==> src/rtl/alarm_pkg.sv <==
// Shared types and limits for the alarm controller: setting-mode and alarm-sequencer
// state encodings, plus the hour/minute wrap points.
package alarm_pkg;

  typedef enum logic [1:0] {
    NORMAL  = 2'd0,
    SET_HR  = 2'd1,
    SET_MIN = 2'd2
  } set_state_t;

  typedef enum logic [1:0] {
    IDLE     = 2'd0,
    RINGING  = 2'd1,
    SNOOZING = 2'd2
  } al_state_t;

  localparam logic [4:0] HR_MAX  = 5'd23;
  localparam logic [5:0] MIN_MAX = 6'd59;

endpackage

==> src/rtl/edge_det.sv <==
// One-bit rising-edge detector: press is high for the single cycle after a 0->1
// transition of level, so a held button yields exactly one press.
module edge_det (
  input  logic clk,
  input  logic rst,
  input  logic level,
  output logic press
);

  logic level_q;

  always_ff @(posedge clk or posedge rst) begin
    if (rst) level_q <= 1'b0;
    else     level_q <= level;
  end

  assign press = level & ~level_q;

endmodule

==> src/rtl/alarm_ctrl.sv <==
// Alarm controller: edits the alarm time with mode/inc/dec, compares it against the
// running clock and sequences the buzzer through ringing, snooze and timeout.
module alarm_ctrl
  import alarm_pkg::*;
#(
  parameter int RING_SECS   = 60,
  parameter int SNOOZE_SECS = 300,
  parameter int MAX_SNOOZE  = 3
) (
  input  logic       clk,
  input  logic       rst,
  input  logic       mode,
  input  logic       inc,
  input  logic       dec,
  input  logic       snooze,
  input  logic       stop,
  input  logic       alarm_en,
  input  logic [4:0] hrs,
  input  logic [5:0] min,
  input  logic [5:0] sec,
  output logic [4:0] al_hrs,
  output logic [5:0] al_min,
  output logic [1:0] set_state,
  output logic       buzz,
  output logic [1:0] snooze_cnt
);

  localparam logic [8:0] RING_LAST   = 9'(RING_SECS - 1);
  localparam logic [8:0] SNOOZE_LAST = 9'(SNOOZE_SECS - 1);
  localparam logic [1:0] SNOOZE_LIM  = 2'(MAX_SNOOZE);

  logic mode_p, inc_p, dec_p, snooze_p, stop_p;

  edge_det u_mode   (.clk(clk), .rst(rst), .level(mode),   .press(mode_p));
  edge_det u_inc    (.clk(clk), .rst(rst), .level(inc),    .press(inc_p));
  edge_det u_dec    (.clk(clk), .rst(rst), .level(dec),    .press(dec_p));
  edge_det u_snooze (.clk(clk), .rst(rst), .level(snooze), .press(snooze_p));
  edge_det u_stop   (.clk(clk), .rst(rst), .level(stop),   .press(stop_p));

  set_state_t set_q, set_nxt;
  logic [4:0] hrs_nxt;
  logic [5:0] min_nxt;
  logic       step_up, step_dn;

  assign step_up = inc_p & ~dec_p;
  assign step_dn = dec_p & ~inc_p;

  // inc/dec act on the field selected before any simultaneous mode press takes effect
  always_comb begin
    set_nxt = set_q;
    hrs_nxt = al_hrs;
    min_nxt = al_min;
    case (set_q)
      SET_HR: begin
        if (step_up)      hrs_nxt = (al_hrs == HR_MAX) ? 5'd0 : al_hrs + 5'd1;
        else if (step_dn) hrs_nxt = (al_hrs == 5'd0) ? HR_MAX : al_hrs - 5'd1;
      end
      SET_MIN: begin
        if (step_up)      min_nxt = (al_min == MIN_MAX) ? 6'd0 : al_min + 6'd1;
        else if (step_dn) min_nxt = (al_min == 6'd0) ? MIN_MAX : al_min - 6'd1;
      end
      default: ;
    endcase
    if (mode_p) begin
      case (set_q)
        NORMAL:  set_nxt = SET_HR;
        SET_HR:  set_nxt = SET_MIN;
        default: set_nxt = NORMAL;
      endcase
    end
  end

  al_state_t  al_q, al_nxt;
  logic [8:0] scnt, scnt_nxt;
  logic [1:0] cnt_nxt;
  logic [5:0] sec_q;
  logic       sec_tick, match;

  assign sec_tick = (sec != sec_q);
  assign match    = sec_tick && (sec == 6'd0) && (hrs == al_hrs) && (min == al_min)
                    && (set_q == NORMAL);

  // Priority: alarm_en low, then stop, then snooze, then the seconds timeout
  always_comb begin
    al_nxt   = al_q;
    scnt_nxt = scnt;
    cnt_nxt  = snooze_cnt;
    if (!alarm_en) begin
      al_nxt = IDLE;
    end else begin
      case (al_q)
        IDLE: begin
          if (match) begin
            al_nxt   = RINGING;
            scnt_nxt = 9'd0;
            cnt_nxt  = 2'd0;
          end
        end
        RINGING: begin
          if (stop_p) begin
            al_nxt = IDLE;
          end else if (snooze_p && (snooze_cnt < SNOOZE_LIM)) begin
            al_nxt   = SNOOZING;
            scnt_nxt = 9'd0;
            cnt_nxt  = snooze_cnt + 2'd1;
          end else if (sec_tick) begin
            if (scnt == RING_LAST) al_nxt = IDLE;
            else                   scnt_nxt = scnt + 9'd1;
          end
        end
        SNOOZING: begin
          if (stop_p) begin
            al_nxt = IDLE;
          end else if (sec_tick) begin
            if (scnt == SNOOZE_LAST) begin
              al_nxt   = RINGING;
              scnt_nxt = 9'd0;
            end else begin
              scnt_nxt = scnt + 9'd1;
            end
          end
        end
        default: al_nxt = IDLE;
      endcase
    end
  end

  always_ff @(posedge clk or posedge rst) begin
    if (rst) begin
      set_q      <= NORMAL;
      al_hrs     <= 5'd0;
      al_min     <= 6'd0;
      al_q       <= IDLE;
      scnt       <= 9'd0;
      snooze_cnt <= 2'd0;
      sec_q      <= 6'd0;
      buzz       <= 1'b0;
    end else begin
      set_q      <= set_nxt;
      al_hrs     <= hrs_nxt;
      al_min     <= min_nxt;
      al_q       <= al_nxt;
      scnt       <= scnt_nxt;
      snooze_cnt <= cnt_nxt;
      sec_q      <= sec;
      buzz       <= (al_nxt == RINGING);
    end
  end

  assign set_state = set_q;

endmodule

==> config.mk <==
export PLATFORM = sky130hd
export DESIGN_NAME = alarm_ctrl
export DESIGN_NICKNAME = d
export VERILOG_FILES = /design/src/rtl/alarm_pkg.sv /design/src/rtl/edge_det.sv /design/src/rtl/alarm_ctrl.sv
export SDC_FILE = /design/constraint.sdc
export NUM_CORES = 1
export LEC_CHECK = 0
export ABC_AREA = 1
export CAP_MARGIN = 20
export CORE_MARGIN = 2
export CORE_UTILIZATION = 59
export CTS_BUF_LIST = sky130_fd_sc_hd__clkbuf_16
export DETAILED_ROUTE_END_ITERATION = 8
export GPL_ROUTABILITY_DRIVEN = 0
export PLACE_DENSITY = 0.91
export SYNTH_ARGS = -nofsm -noshare
export SYNTH_HDL_FRONTEND = slang
export SYNTH_HIERARCHICAL = 1
export SYNTH_SLANG_ARGS = --single-unit
==> constraint.sdc <==
create_clock -name clk -period 5.1 [get_ports clk]
set_input_delay 1.53 -clock clk [delete_from_list [all_inputs] [get_ports clk]]
set_output_delay 1.53 -clock clk [all_outputs]
set_load 0.03 [all_outputs]
======== Word level (Yosys, flattened, before mapping) ========
Cells that the tools add are included.
W data, S select, Z words.
storage, ports and cells
  register bits after elaboration ......... 38
  output and inout port bits .............. 16
  word-level logic and storage cells ...... 102
operators by class
  add/subtract/negate cells ............... 6
  magnitude comparators ................... 1
  eq/ne operators ......................... 19
  multiplexer cells ....................... 32
  bitwise gates (word level) .............. 14
  reductions and logical operators ........ 17
operator list
  kind                   count
  $mux W9                8
  $pmux W9 S3            1
  $mux W2                12
  $mux W6                4
  $mux W5                4
  $logic_not A6 Y1       2
  $ne A2 B2 Y1 const B   5
  $add A9 B1 Y9 const B  1
  $eq A9 B6 Y1 const B   1
  $eq A9 B9 Y1 const B   1
  $pmux W2 S2            2
  $reduce_and A8 Y1      1
  $and A1 B1 Y1          7
  $not A1 Y1             7
  $add A6 B1 Y6 const B  1
  $eq A2 B1 Y1 const B   3
  $eq A6 B6 Y1           1
  $eq A6 B6 Y1 const B   1
  $ne A3 B3 Y1 const B   2
  $ne A6 B6 Y1           1
  $pmux W2 S3            1
  $sub A6 B1 Y6 const B  1
  $add A5 B1 Y5 const B  1
  $eq A5 B5 Y1           1
  12 further kinds       20

======== Longest topological paths before layout ========
  word-level depth ........................ 9
  mapped depth ............................ 13

======== Cells and area by module ========
Netlist, hierarchy kept.
modules (own cells, without submodules)
  module      instances  cells an instance  area an instance (um2)
  alarm_ctrl  1          354                2,488.6
  edge_det    5          4                  38.8

======== Worst setup path before layout ========
OpenSTA, ideal clock, no wires.
  kind .................................... input to register
  start point ............................. in dec
  end point ............................... reg al_hrs[4]
  arrival time ............................ 2.802 ns
  data required time ...................... 4.978 ns
  path slack .............................. 2.177 ns
  stages on the path ...................... 9
  buffers on the path ..................... 0
  path through ............................ inv_1 nor2_2 inv_1 ha_1 nor3_1 inv_1 nor2_1 nand2_1 a32o_1
between the ends
  word-level cells in the longest chain between the ends .. 5
RTL lines
  item                          line               source
  start, declared               alarm_ctrl.sv:14   input logic dec,
  $and A1 B1 Y1 (*)             edge_det.sv:17     assign press = level & ~level_q;
  named net dec_p               alarm_ctrl.sv:32   logic mode_p, inc_p, dec_p, snooze_p, stop_p;
  $not A1 Y1                    alarm_ctrl.sv:45   assign step_up = inc_p & ~dec_p;
  $and A1 B1 Y1                 alarm_ctrl.sv:45
  $reduce_bool A2 Y1 (no line)  --
  $reduce_and A2 Y1 (no line)   --
  end signal, assigned          alarm_ctrl.sv:140  al_hrs <= hrs_nxt;
  end, declared                 alarm_ctrl.sv:21   output logic [4:0] al_hrs,
The timed path passes the listed nets; every way through them passes the cells marked *.
A chain may end at the register's enable or synchronous reset.

======== Worst setup path in the final report ========
  start point ............................. in dec
  end point ............................... reg al_min[4]
between the ends
  word-level cells in the longest chain between the ends .. 5
RTL lines
  item                          line               source
  $and A1 B1 Y1 (*)             edge_det.sv:17
  named net dec_p               alarm_ctrl.sv:32
  $not A1 Y1                    alarm_ctrl.sv:45
  $and A1 B1 Y1                 alarm_ctrl.sv:45
  $reduce_bool A2 Y1 (no line)  --
  $reduce_and A2 Y1 (no line)   --
  end signal, assigned          alarm_ctrl.sv:141  al_min <= min_nxt;
  end, declared                 alarm_ctrl.sv:22   output logic [5:0] al_min,
Marks and branches as above.

==> Flow_metrics.wiki <==
{| class="wikitable"
! Metric !! Value
|-
| Post-CTS Setup Inserts || 0
|-
| Main synth FF type || dfrtp_1
|-
| Path type of the worst setup path || input port to flop
|-
| Bufs and invs on worst path || 5
|-
| Antenna Diode Count || 0
|-
| Boundary Pins || 41
|-
| CP Data Arrival Time || 3.66 ns
|-
| Average cell area after synthesis || 7.17 um2
|-
| Most common library cell in the layout ignoring fill and taps || nand2_1
|-
| Leading post-synthesis cells by cell area || dfrtp_1 (35%), nand2_1 (13%), inv_1 (9.2%)
|-
| Overall die width || 71.4 um
|-
| Count of antenna-violating nets left after detailed routing || 0
|-
| Part of the cycle the worst path needs || 68.5%
|-
| Worst-skew pair later-pin latency || 0.28 ns
|-
| Delay contributed by the slowest stage of the critical path || 0.47 ns
|-
| Maximum net fanout on the critical path || 7
|-
| Power density over cell area || 401 nW/um2
|-
| Setup repair after global routing missed its margin || false
|-
| Critical path's top delay family || buffers and inverters
|-
| Count of max-cap constraint violations || 0
|-
| Die Area || 5100 um2
|-
| Cts bufs inserted || 5
|-
| Headroom to the max-slew limit || 63.1%
|-
| Maximum root-to-sink buffer count || 2
|-
| Vias per Instance || 5.39
|-
| Total wirelength of the detailed-routed design || 6090 um
|-
| Slew Viols, Final || 0
|-
| Row Count || 24
|-
| Leakage dissipation || 1.62 nW
|-
| Root buffer cell || clkbuf_16
|-
| Unique cell type count in the Yosys netlist || 33
|-
| Critical-path top delay cell || clkdlybuf4s50_1
|-
| Cell occurring most often along the worst timing path || inv_1
|-
| Synth top area share || 35.4%
|-
| I/O Buffers || 40
|-
| Count of placed standard cells including taps || 462
|-
| Hold violation total from the final report || 0
|-
| Netlist area before placement || 2680 um2
|-
| Drt pass-1 iters || 5
|-
| HPWL after detailed placement || 4380 um
|-
| Post-Syn Instances || 374
|-
| Synthesized flop and latch total || 38
|-
| Number of flops mapped to enable cells by yosys || 0
|-
| Area of the placeable core || 4350 um2
|-
| Total negative setup slack || 0 ns
|-
| H-tree levels || 2
|-
| First-pass GRT wire length || 10,100 um
|-
| Clock period minus worst slack || 3.49 ns
|-
| Worst Setup Start Kind || input port
|-
| Count of routing violations after the opening detailed-route iteration || 235
|-
| Sequential-to-total area share from yosys stat || 35.4%
|-
| Class of the tightest hold or removal check || flop to flop
|-
| Via count of the first global-routing pass || 2,318
|-
| Cell Count, Final, Fillers Out || 470
|-
| Series of cell instances along the critical path || clkdlybuf4s50_1 -> inv_1 -> nor2_2 -> inv_1 -> ha_1 -> nor3_2 -> inv_1 -> a21oi_1 -> o221ai_1 -> o21ai_0 -> inv_1
|-
| TritonCTS clock tree || done
|-
| DIE HEIGHT || 71.4 um
|-
| Worst-Margin Slew || 0.549 ns
|-
| Total via count in the routed design || 2,534
|-
| Starting Density || 61.6%
|-
| Hold Crit Depth || 2
|-
| Post-Route Skew || 0.00582 ns
|-
| Relative area change from synthesis to final layout || 22.1%
|-
| Global router's overall resource usage || 25.1%
|-
| End of the worst register-to-register path || al_min[4]
|-
| Number of cells on the worst reg-to-reg path || 9
|-
| Launching element of the worst setup path || dec
|-
| Syn Nets || 411
|-
| Top library cells by usage in the layout, fill and taps aside || nand2_1 (93), inv_1 (68), clkdlybuf4s50_1 (40), nor2_1 (38), dfrtp_1 (38)
|-
| DRC viols || 0
|-
| Overflow after GRT || 0
|-
| Cell taking the most area after synthesis || dfrtp_1
|-
| Peak ir drop on the vdd network || 0.369 mV
|-
| Nets@finish || 455
|-
| Resized Gates After CTS || 0
|-
| Worst flop-to-flop path startpoint || u_dec/level_q
|-
| Initial antenna violation count || 0
|-
| WL/cell || 13.0 um
|-
| Achievable frequency || 0.286 GHz
|-
| Result of the run || completed
|-
| Number of clock sinks || 38
|-
| Setup slack of the worst register-to-register path || 2.98 ns
|-
| Synth warn || 6
|-
| Category of the worst setup path capture point || flop
|-
| Endpoints failing setup || 0
|-
| Hold path endpoint || scnt[1]
|-
| Endpoint required time on the critical path || 5.27 ns
|-
| Maximum number of pins on one net before global-route repair || 26
|-
| Async set-or-reset flop fraction in the synthesized netlist || 100%
|-
| Clock Pin Slew Worst Setup and Hold Paths || 0.05 ns
|-
| Post-CTS Hold Fix Bufs || 0
|-
| Fraction of layout instances using a drive strength above 1 || 8.13%
|-
| Launch instance of the worst min-delay path || scnt[1]
|}
-- synth_stat cells, types with 3 or more instances --
cell and instances:
nand2_1 93, inv_1 66, dfrtp_1 38, nor2_1 38, nand3_1 24, o21ai_0 18, ha_1 12, a21oi_1 10
xor2_1 10, nand4_1 9, o21ai_2 9, xnor2_1 9, nor2_2 7, nand2_2 4, a22oi_1 3
-- cell type report --
type	count	area, um2
multi-input cells	261	1430
fillers	323	1080
flip-flops and latches	38	951
repair buffers	42	435
inverters	70	265
clock buffers	5	125
well taps	52	65.1
clock inverters	2	7.51
-- worst register-to-register path: stages (launching register included) --
cell and delay [ns]:
dfrtp_1 0.37, nor2_2 0.09, inv_1 0.04, ha_1 0.30
nor3_2 0.42, inv_1 0.20, a21oi_1 0.24, o221ai_1 0.17
o21ai_0 0.12, inv_1 0.06
-- sequential cells by signal, summed over array words and instances (netlist names) --
register          cells
u_dec/level_q         1
al_q                  2
buzz                  1
u_mode/level_q        1
al_hrs                5
u_snooze/level_q      1
set_state             2
al_min                6
sec_q                 6
scnt                  9
snooze_cnt            2
u_inc/level_q         1
u_stop/level_q        1
-- metrics by stage --
step	util [%]	total power, mW	cell area, um2	worst slack, ns	hold slack [ns]
6_report	75.2	1.31	3280	1.61	0.530
5_1_grt	75.2	1.39	3280	1.49	0.568
4_1_cts	74.6	1.31	3250	1.67	0.530
3_3_place_gp	71.6	0.995	3120	1.58	0.502
2_1_floorplan	-	0.822	2680	2.18	0.482
3_5_place_dp	71.6	1.01	3120	1.41	0.509
-- routing by layer --
layer | GRT usage (%) | routed length (um)
met2 | 41.2 | 2940
met3 | 4.92 | 391
met1 | 33.7 | 2690
met4 | 7.97 | 67
met5 | 0 | 0
-- cells by family after synthesis --
family / after synthesis / synth area share [%]
DFF: 38 / 35.4
xor gates and xnor gates: 19 / 6.20
buffers and inverters: 75 / 11.4
and+or+nand+nor: 181 / 29.7
AOI/OAI and AO/OA: 49 / 11.7
adders and majority gates: 12 / 5.60
-- worst max path at each step --
stage | end | slack, ns | cells past startpoint
2_1_floorplan | al_hrs[4] | 2.18 | 9
3_3_place_gp | al_hrs[4] | 1.58 | 10
3_5_place_dp | al_min[4] | 1.41 | 11
4_1_cts | al_min[4] | 1.67 | 11
5_1_grt | al_min[4] | 1.49 | 11
6_report | al_min[4] | 1.61 | 11
-- power by group --
group	switching [mW]	internal (mW)	total, mW
combinational	0.332	0.241	0.574
sequential	0.0953	0.354	0.450
clock	0.114	0.175	0.289
total	0.542	0.770	1.31
(Power assumes the default switching activity.)
==> RTL edit 1, RTL diff (same settings) <==
The output `buzz` loses its register stage (`buzz` becomes a continuous assignment).
--- a/src/rtl/alarm_ctrl.sv
+++ b/src/rtl/alarm_ctrl.sv
@@ -134,7 +134,6 @@
       scnt       <= 9'd0;
       snooze_cnt <= 2'd0;
       sec_q      <= 6'd0;
-      buzz       <= 1'b0;
     end else begin
       set_q      <= set_nxt;
       al_hrs     <= hrs_nxt;
@@ -143,9 +142,10 @@
       scnt       <= scnt_nxt;
       snooze_cnt <= cnt_nxt;
       sec_q      <= sec;
-      buzz       <= (al_nxt == RINGING);
     end
   end
+
+  assign buzz = (al_nxt == RINGING);
 
   assign set_state = set_q;
 
Formal check against the unedited RTL: not equivalent (Yosys sat finds a counterexample within 4 cycles, from zero or initial values and one cycle with rst high).
==> RTL edit 1 against the unedited design <==
- critical path type is now input port to output port
- area after synthesis up 0.23%
- first-iteration DRC count increased by 52%
- sequential cell count down 1
- design area shrank 0.34%
- routed wire length is 3.4% higher
- power fell by 4.1%
- worst hold slack worse by 16 ps
- setup slack got worse by 1300 ps
- clock power about the same
- utilization is 0.77 points lower
==> RTL edit 1: results (changes against the unedited design) <==
stage,metric,value,unit,change
status,outcome,finished clean,,unchanged
grt,grt.total_usage,0.264,,was 0.251
yosys,yosys.cell_types.count,32,,was 33
grt,gr-usage-met3,0.0591,,was 0.0492
timing,whs,514,ps,was 530 ps
cells_and_area,finalNetCount,473,,was 455
grt,grt_max_degree,33,,was 26
yosys,yosys.area_share.adder,0.0558,,was 0.0560
grt,grt_util_met2,0.450,,was 0.412
yosys,synthTopCellsByArea,"dfrtp_1, nand2_1, inv_1",,unchanged
setup_path,path_max_fanout,4,,was 7
drt,drt-total-wl,6300,um,was 6090 um
drt,met2_length,3080,um,was 2940 um
pwr,vdd_drop_max,386,uV,was 369 uV
drt,wl_met1,2590,um,was 2690 um
drt,routed-wl-met3,484,um,was 391 um
drt,wl_per_cell,12.9,um,was 13.0 um
yosys,avgSynthCellArea,6.84,um2,was 7.17 um2
pwr,leakage,1.62,nW,about the same
place,place_area,3130,um2,was 3120 um2
grt,grt_pass1_vias,2452,,was 2318
pwr,seqPwrFrac,0.337,,was 0.343
pwr,powerDensity,385,nW/um2,was 401 nW/um2
drt,drt_iter0_markers,358,,was 235
place,dp_hpwl,4610,um,was 4380 um
setup_path,cpPeakStageDelay,430,ps,was 470 ps
grt,met1_usage,0.337,,about the same
yosys,synth_xor_area_frac,0.0423,,was 0.0620
timing,finClkSkew,4.44,ps,was 5.82 ps
place,place_ws,340,ps,was 1410 ps
drt,routed-via-count,2665,,was 2534
yosys,syn-num-nets,430,,was 411
cells_and_area,drive_above_1_share,0.0961,,was 0.0813
setup_path,r2r-end,scnt[2],,was al_min[4]
[RTL edit 1: cell count changes in the layout (fill, tap and decap cells not counted), moves of 3 or more]
cell / delta
nand2_1: +15
inv_2: +9
o21ai_0: -4
nand3_1: -5
xnor2_1: -6
o21ai_1: +3
nor2_1: +4
a21oi_1: +4
[RTL edit 1: area by class of cell]
type | count | area, um2
Timing Repair Buffer | 41 | 405
Clock inverter | 3 | 11.3
Inverter | 75 | 282
Clock buffer | 5 | 125
Fill cell | 341 | 1120
Multi-Input combinational cell | 276 | 1450
Sequential cell | 37 | 926
Tap cell | 52 | 65.1
[RTL edit 1: how the worst max path moves through the flow]
| stage | startpoint | endpoint | slack, ps | cells past startpoint |
|---|---|---|---|---|
| 5_1_grt | sec[4] | buzz | 150 | 14 |
| 4_1_cts | snooze | buzz | 340 | 15 |
| 3_3_place_gp | snooze | buzz | 370 | 15 |
| 6_report | snooze | buzz | 320 | 15 |
| 3_5_place_dp | snooze | buzz | 340 | 15 |
| 2_1_floorplan | snooze | buzz | 770 | 13 |
==> RTL edit 2, RTL diff (same settings) <==
Without the edit above. Change the package constant `MIN_MAX` from 6'd59 to 6'd29.
--- a/src/rtl/alarm_pkg.sv
+++ b/src/rtl/alarm_pkg.sv
@@ -15,7 +15,7 @@
   } al_state_t;
 
   localparam logic [4:0] HR_MAX  = 5'd23;
-  localparam logic [5:0] MIN_MAX = 6'd59;
+  localparam logic [5:0] MIN_MAX = 6'd29;
 
 endpackage
 
Formal check against the unedited RTL: not equivalent (a bounded check fails within 10 cycles, from zero or initial values and one cycle with rst high).
==> RTL edit 2 against the unedited design <==
- power is 2.4% lower
- synthesized cell count is 7.8% higher
- design area is 1.5% higher
- sequential share of layout area is 0.42 points lower
- maximum frequency is 1.0% lower
- routed wire length is 9.7% higher
- setup slack worse by 37 ps
- utilization is 0.46 points lower
- area after synthesis is 3.1% higher
- die area is 2.9% higher
- sequential cell count stayed put
- combinational power is 4.5% lower
- critical path type unchanged
- highest routed layer unchanged
==> RTL edit 2: results (changes against the unedited design) <==
stage,metric,value,unit,change
setup_path,worstPathArrival,3690,ps,was 3660 ps
setup_path,r2r_start,al_q[1],,was u_dec/level_q
pwr,p_switching,0.534,mW,was 0.542 mW
drt,drt_iter0_markers,313,,was 235
place,dp_hpwl,4710,um,was 4380 um
setup_path,path_max_fanout,12,,was 7
yosys,syn_inst,403,,was 374
yosys,yosys.area_share.adder,0.0588,,was 0.0560
cells_and_area,fin_cells,496,,was 470
grt,grt_pass1_vias,2532,,was 2318
timing,max_freq,0.283,GHz,was 0.286 GHz
yosys,ys_seq_area_frac,0.344,,was 0.354
pwr,leakage,1.72,nW,was 1.62 nW
setup_path,crit_path_end,al_min[1],,was al_min[4]
grt,grt.total_usage,0.277,,was 0.251
setup_path,cp_top_family,simple AND/OR/NAND/NOR gates,,was buffers and inverters
place,place_ws,1280,ps,was 1410 ps
pwr,vdd_drop_max,303,uV,was 369 uV
pwr,p_comb_frac,0.428,,was 0.437
timing,relSlewSlack,0.348,,was 0.631
grt,grt_pass1_wl,11400,um,was 10100 um
drt,wl_per_cell,13.5,um,was 13.0 um
drt,viasPerCell,5.42,,was 5.39
yosys,synthTopCellsByCount,"nand2_1, inv_1, dfrtp_1",,"was nand2_1, inv_1, dfrtp_1, nor2_1, nand3_1"
pwr,clkPwrFrac,0.225,,was 0.220
status,outcome,finished clean,,unchanged
cells_and_area,drive_above_1_share,0.0811,,was 0.0813
grt,grt_max_degree,34,,was 26
pwr,fin_total_pwr,1.28,mW,was 1.31 mW
RTL edit 2: cell type report:
| type | instances | area [um2] | share of cell area |
|---|---|---|---|
| clock buffers | 5 | 125 | 0.0377 |
| repair buffers | 41 | 408 | 0.123 |
| clock inverters | 1 | 3.75 | 0.00113 |
| multi-input cells | 281 | 1480 | 0.444 |
| flip-flops and latches | 38 | 951 | 0.286 |
| well taps | 52 | 65.1 | 0.0196 |
| inverters | 78 | 295 | 0.0889 |
RTL edit 2: metal layers:
| layer | part of all wire | routed length [um] | global-route usage |
|---|---|---|---|
| met4 | 0.016 | 110 | 0.0802 |
| met5 | 0 | 0 | 0 |
| met2 | 0.49 | 3250 | 0.465 |
| met3 | 0.063 | 420 | 0.0417 |
| met1 | 0.43 | 2900 | 0.374 |
RTL edit 2: per-stage QoR:
step           cell area [um2]  hold slack [ps]
2_1_floorplan             2770              487
3_3_place_gp              3190              496
3_5_place_dp              3190              506
4_1_cts                   3320              525
5_1_grt                   3320              558
6_report                  3320              529
